==> src/rtl/trap_ctrl.sv <==
// trap_ctrl -- machine-mode trap sequencer.
//
// Watches the retire stage for synchronous exceptions, MRET and pending
// interrupts, and for each accepted request produces a one-cycle trap
// (ENTER) or return (RETURN) step. That step carries the CSR
// hardware-update values and the pipeline redirect/flush.
//
// Ports
//   clk, rst                  core clock, asynchronous active-low reset
//   exc_valid/cause/pc/tval   exception reported by the retiring instruction
//   mret                      retiring instruction is MRET
//   inst_valid, inst_pc       retire-stage instruction (used for interrupts)
//   ext_irq/sw_irq/timer_irq  asynchronous level-sensitive interrupt lines
//   o_mstatus_*, o_mtvec_*,
//   o_mepc_value              current CSR values read from the CSR block
//   take_trap, i_*            CSR hardware-update strobe and update values
//   o_redirect(_pc), o_flush  pipeline control
module trap_ctrl #(
  parameter logic [31:0] RESET_PC = 32'h0000_0000
) (
  input  logic        clk,
  input  logic        rst,
  input  logic        exc_valid,
  input  logic [30:0] exc_cause,
  input  logic [31:0] exc_pc,
  input  logic [31:0] exc_tval,
  input  logic        mret,
  input  logic        inst_valid,
  input  logic [31:0] inst_pc,
  input  logic        ext_irq,
  input  logic        sw_irq,
  input  logic        timer_irq,
  input  logic        o_mstatus_mie,
  input  logic        o_mstatus_mpie,
  input  logic [29:0] o_mtvec_base,
  input  logic [1:0]  o_mtvec_mode,
  input  logic [31:0] o_mepc_value,
  output logic        take_trap,
  output logic        i_mcause_interrupt,
  output logic [30:0] i_mcause_exception_code,
  output logic [31:0] i_mepc_value,
  output logic [31:0] i_mtval_value,
  output logic        i_mstatus_mie,
  output logic        i_mstatus_mpie,
  output logic [1:0]  i_mstatus_mpp,
  output logic        o_redirect,
  output logic [31:0] o_redirect_pc,
  output logic        o_flush
);

  typedef enum logic [1:0] {
    IDLE   = 2'd0,
    ENTER  = 2'd1,
    RETURN = 2'd2
  } state_t;

  state_t      state;
  logic        trap_pulse;

  logic        ext_s1, ext_s2;
  logic        sw_s1, sw_s2;
  logic        timer_s1, timer_s2;

  logic        shadow_intr;
  logic [30:0] shadow_code;
  logic [31:0] shadow_tval;

  logic        irq_pending;
  logic [30:0] irq_code;
  logic [31:0] tvec_base;
  logic [31:0] irq_offset;
  logic [31:0] irq_target;

  // Two-flop synchronizers; nothing downstream looks at the raw lines.
  always_ff @(posedge clk or negedge rst) begin
    if (!rst) begin
      ext_s1   <= 1'b0;
      ext_s2   <= 1'b0;
      sw_s1    <= 1'b0;
      sw_s2    <= 1'b0;
      timer_s1 <= 1'b0;
      timer_s2 <= 1'b0;
    end else begin
      ext_s1   <= ext_irq;
      ext_s2   <= ext_s1;
      sw_s1    <= sw_irq;
      sw_s2    <= sw_s1;
      timer_s1 <= timer_irq;
      timer_s2 <= timer_s1;
    end
  end

  // An interrupt is only taken against a valid retiring instruction, whose
  // PC becomes mepc. When several lines are high, ext wins over sw, and sw
  // wins over timer.
  assign irq_pending = o_mstatus_mie & inst_valid & (ext_s2 | sw_s2 | timer_s2);

  always_comb begin
    irq_code = 31'd7;
    if (ext_s2) begin
      irq_code = 31'd11;
    end else if (sw_s2) begin
      irq_code = 31'd3;
    end
  end

  // Vectored mode only applies to interrupts; modes 2 and 3 fall back to
  // direct. code<<2 is truncated to 32 bits, so code bit 30 drops out.
  assign tvec_base  = {o_mtvec_base, 2'b00};
  assign irq_offset = {irq_code[29:0], 2'b00};
  assign irq_target = (o_mtvec_mode == 2'd1) ? (tvec_base + irq_offset) : tvec_base;

  assign take_trap  = trap_pulse;
  assign o_redirect = trap_pulse;
  assign o_flush    = trap_pulse;

  // The sequencer. A request is accepted only in IDLE. All update values are
  // registered on the accepting edge, so they are valid during the single
  // ENTER/RETURN cycle and are held afterwards. Reset aborts any step in
  // progress because the pulse flop is cleared asynchronously.
  always_ff @(posedge clk or negedge rst) begin
    if (!rst) begin
      state                   <= IDLE;
      trap_pulse              <= 1'b0;
      i_mcause_interrupt      <= 1'b0;
      i_mcause_exception_code <= '0;
      i_mepc_value            <= '0;
      i_mtval_value           <= '0;
      i_mstatus_mie           <= 1'b0;
      i_mstatus_mpie          <= 1'b0;
      i_mstatus_mpp           <= 2'b00;
      o_redirect_pc           <= RESET_PC;
      shadow_intr             <= 1'b0;
      shadow_code             <= '0;
      shadow_tval             <= '0;
    end else begin
      trap_pulse <= 1'b0;
      case (state)
        IDLE: begin
          // An exception always wins. That covers exc_valid together with
          // MRET, and it leaves any interrupt pending for a later cycle.
          if (exc_valid) begin
            state                   <= ENTER;
            trap_pulse              <= 1'b1;
            i_mcause_interrupt      <= 1'b0;
            i_mcause_exception_code <= exc_cause;
            i_mepc_value            <= exc_pc;
            i_mtval_value           <= exc_tval;
            i_mstatus_mpie          <= o_mstatus_mie;
            i_mstatus_mie           <= 1'b0;
            i_mstatus_mpp           <= 2'b11;
            o_redirect_pc           <= tvec_base;
          end else if (irq_pending) begin
            state                   <= ENTER;
            trap_pulse              <= 1'b1;
            i_mcause_interrupt      <= 1'b1;
            i_mcause_exception_code <= irq_code;
            i_mepc_value            <= inst_pc;
            i_mtval_value           <= '0;
            i_mstatus_mpie          <= o_mstatus_mie;
            i_mstatus_mie           <= 1'b0;
            i_mstatus_mpp           <= 2'b11;
            o_redirect_pc           <= irq_target;
          end else if (mret) begin
            // mepc is written back unchanged. mcause/mtval replay the
            // values from the last trap entry, so the write is harmless.
            state                   <= RETURN;
            trap_pulse              <= 1'b1;
            i_mcause_interrupt      <= shadow_intr;
            i_mcause_exception_code <= shadow_code;
            i_mepc_value            <= o_mepc_value;
            i_mtval_value           <= shadow_tval;
            i_mstatus_mie           <= o_mstatus_mpie;
            i_mstatus_mpie          <= 1'b1;
            i_mstatus_mpp           <= 2'b11;
            o_redirect_pc           <= o_mepc_value;
          end
        end
        ENTER: begin
          // Record what this entry wrote, so a later MRET can replay it.
          shadow_intr <= i_mcause_interrupt;
          shadow_code <= i_mcause_exception_code;
          shadow_tval <= i_mtval_value;
          state       <= IDLE;
        end
        RETURN: begin
          state <= IDLE;
        end
        default: begin
          state <= IDLE;
        end
      endcase
    end
  end

endmodule

==> config.mk <==
export PLATFORM = sky130hd
export DESIGN_NAME = trap_ctrl
export DESIGN_NICKNAME = d
export VERILOG_FILES = /design/src/rtl/trap_ctrl.sv
export SDC_FILE = /design/constraint.sdc
export NUM_CORES = 1
export LEC_CHECK = 0
export CAP_MARGIN = 20
export CELL_PAD_IN_SITES_DETAIL_PLACEMENT = 1
export CELL_PAD_IN_SITES_GLOBAL_PLACEMENT = 2
export CORE_MARGIN = 5
export CORE_UTILIZATION = 28
export CTS_BUF_LIST = sky130_fd_sc_hd__clkbuf_2
export DETAILED_ROUTE_END_ITERATION = 8
export PLACE_DENSITY = 0.8
export SETUP_SLACK_MARGIN = 0.15
export SKIP_LAST_GASP = 1
export SLEW_MARGIN = 20
export SYNTH_ARGS = -nofsm -noshare
export SYNTH_HDL_FRONTEND = slang
export SYNTH_SLANG_ARGS = --single-unit
==> constraint.sdc <==
create_clock -name clk -period 2.6 [get_ports clk]
set_clock_uncertainty 0.2 [all_clocks]
set_input_delay 0.52 -clock clk [delete_from_list [all_inputs] [get_ports clk]]
set_output_delay 0.52 -clock clk [all_outputs]
set_load 0.01 [all_outputs]
==> flow_metrics.tcl <==
set metrics [dict create \
    design.core.area_um2 34370 \
    clkSlewWorstSetupHoldPaths_ns 0.11 \
    syn-num-nets 1151 \
    die_h_um 196.3 \
    cp.required_ns 3.26 \
    place_inst 1748 \
    arrival_ns 3.05 \
    clkLatencyLatePin_ns 0.96 \
    yosys-top-cells-area "dfrtp_1 53%, mux2_2 7.5%, nand2_1 4.8%" \
    cp-start-kind "flip-flop" \
    fin_nets 1748 \
    crit_path_max_fanout 7 \
    first_pass_iters 8 \
    tritoncts "built" \
    critical-path-max-stage-delay_ns 0.42 \
    grt_pass1_vias 11258 \
    synth_warnings 0 \
    clockBufferDepth 3 \
    setup_violations 0 \
    clkPwrFrac_pct 22.0 \
    yosysSeqAreaShare_pct 52.54 \
    h-tree-depth 2 \
    combPwrFrac_pct 35.4 \
    synth_area_um2 9716 \
    slowest_stage "o31a_2" \
    drv_cap 0 \
    die_area_um2 38520 \
    hold_path_class "in -> reg" \
    clock.fmax_mhz 419.5 \
    finalCriticalPeriod_ns 2.384 \
    ant_nets 0 \
    grt_remaining_overflow 0 \
    cts_sinks 204 \
    hold_viol_final 0 \
    p_seq_share_pct 42.7 \
    vias_per_cell 4.961 \
    grt_max_degree 65 \
    synth_common_cells "204 x dfrtp_1, 125 x nand2_1, 78 x a21oi_1" \
    outcome "complete, no violations" \
    synth.most_common_cell "dfrtp_1" \
    p_int_mw 7.101 \
    chipWidth_um 196.3 \
    power.density_nw_per_um2 694.6 \
    rsz0062_at_grt "false" \
    cp_cell_sequence "nor2_2 > ha_4 > nor2b_1 > o31a_2 > and2_2 > and3_1 > a311oi_1" \
    drive_above_1_share_pct 28.36 \
    placed_area_um2 14050 \
    post-dp-hpwl_um 28300 \
    async_reset_ff_share_pct 100.0 \
    synth_cells 947 \
    wl_per_cell_um 20.82 \
    grt_pass1_wl_um 65210 \
    vdd_drop_max_mv 0.3873 \
    ys_seq_elements 204 \
    worstSetupPathType "reg -> reg" \
    totalWireLength_um 42710 \
    antenna_found_initial 7 \
    switchingPower_mw 3.939 \
    finalCritPeriodShare_pct 91.68 \
    initial_core_util_pct 28.27 \
    grt_usage_pct 21.38 \
    relSlewSlack_pct 59.28 \
    yosys.cell_types.count 63 \
    n_fill_cell 3976 \
    io_buffers 335 \
    design_area_um2 15900 \
    cts_buffers 58 \
    cts_root_buf "clkbuf_2" \
    cp-end-kind "flip-flop" \
    yosysTopAreaCellShare_pct 52.54 \
    max_slew.worst_pin.slew_ns 0.6108 \
    syn2layout_area_growth_pct 63.61 \
    power_mw 11.04 \
    synth_edf_count 0 \
    io_pins 336 \
    globalplace.congestion 0.8081 \
    avgSynthCellArea_um2 10.26 \
    report.final.slew_viol_count 0 \
    yosys_most_used_dff "dfrtp_1" \
    fp-row-count 68 \
    yosys.area.top_type "dfrtp_1" \
    dr_total_vias 10180 \
    switching_share_pct 35.68 \
    stdcell_count 2052 \
    power.leakage_nw 7.329 \
    drt_iter0_drc 565 \
    drcViolationCount 0 \
]
path summary, 6_finish.rpt:
kind	startpoint	end	slack, ns	cells past startpoint
worst max register to register	ext_s2$_DFF_PN0_	o_redirect_pc[14]$_DFFE_PN0P_	0.22	7
worst min register to register	timer_s1$_DFF_PN0_	timer_s2$_DFF_PN0_	0.16	0
worst max-delay path	ext_s2$_DFF_PN0_	o_redirect_pc[14]$_DFFE_PN0P_	0.22	7
min in group asynchronous	rst	i_mcause_exception_code[4]$_DFFE_PN0P_	0.49	3
max in group asynchronous	rst	i_mtval_value[19]$_DFFE_PN0P_	1.00	4
worst min-delay path	inst_pc[3]	i_mepc_value[3]$_DFFE_PN0P_	0.13	5
power by group through the flow:
stage / combinational [mW] / clock [mW] / sequential, mW
finish: 3.90 / 2.43 / 4.71
global route: 4.22 / 2.77 / 4.83
CTS: 3.90 / 2.56 / 4.69
detailed placement: 3.76 / 0 / 4.81
global placement: 3.69 / 0 / 4.73
floorplan: 1.44 / 0 / 4.90
metal layers:
| metal | share of wire (%) | track usage, % | up-vias |
|---|---|---|---|
| li1 | - | - | 4691 |
| met1 | 41 | 25.61 | 5048 |
| met2 | 49 | 36.43 | 350 |
| met3 | 5.6 | 5.118 | 91 |
| met4 | 4.3 | 9.646 | 0 |
| met5 | 0 | 0 | - |
repair_timing:
item                       CTS  global route
resized for setup          451            34
pin swaps                    0             2
cloned                       0             0
setup buffers               48             9
hold buffers               134             0
hold endpoints to repair   322             0
setup endpoints to repair  136            41
kinds of logic (layout without fill, tap and decap cells):
kind of cell	after synthesis	count (layout)	share of synthesized area (%)
flip-flops	204	204	52.54
XOR/XNOR	4	4	0.3607
buffers and inverters	132	775	6.619
AO/OA/AOI/OAI	276	276	20.15
multiplexers	73	73	8.358
AND/OR/NAND/NOR	255	255	11.58
adder cells (fa/ha/maj)	3	3	0.3864
other	0	7	0
critical path, delay by kind of cell (launching register included):
kind / cells / cell delay, ns
AND/OR/NAND/NOR: 4 / 0.79
flip-flops: 1 / 0.40
adder cells (fa/ha/maj): 1 / 0.25
AO/OA/AOI/OAI: 2 / 0.67
registers in the layout, indices dropped and copies added (netlist names), 2 cells and up:
| register | count |
|---|---|
| state | 2 |
| i_mtval_value | 32 |
| i_mcause_exception_code | 31 |
| shadow_code | 31 |
| o_redirect_pc | 32 |
| i_mepc_value | 32 |
| shadow_tval | 32 |
per-stage QoR:
step / hold WS [ns] / utilization (%) / setup TNS, ns / worst slack (ns)
after floorplan: 0.02441 / - / 0 / 0.3021
after global placement: 0.1326 / 40.87 / -3.773 / -0.3344
after detailed placement: 0.1363 / 40.87 / -5.362 / -0.3721
after CTS: 0.005274 / 46.35 / 0 / 0.08731
after global routing: 0.03688 / 46.24 / 0 / 0.1371
final: 0.1345 / 46.24 / 0 / 0.2164
final cells by class:
cell class	count	area [µm²]	share of cell area, %
flip-flops and latches	204	5105	32.12
well taps	455	569.3	3.582
clock buffers	90	450.4	2.834
repair buffers	616	5480	34.48
clock inverters	16	72.57	0.4566
diodes	7	17.52	0.1102
inverters	53	201.4	1.267
multi-input cells	611	3999	25.16
layout by cell type (no fill, tap or decap), types with 11 or more instances in the layout:
cell type,n
a222oi_1,44
o21ai_1,12
clkdlybuf4s15_2,16
o21ai_0,51
buf_4,134
a221oi_1,15
nand4_1,11
buf_12,14
nor3_1,16
clkdlybuf4s15_1,15
nor2_1,58
dfrtp_1,204
nand3_1,14
clkbuf_2,106
buf_2,87
inv_1,51
mux2_2,65
nand2_1,125
a21oi_1,78
clkdlybuf4s50_1,198
dlygate4sd3_1,134
clkinv_1,12
Power figures use the tool's default switching activity.
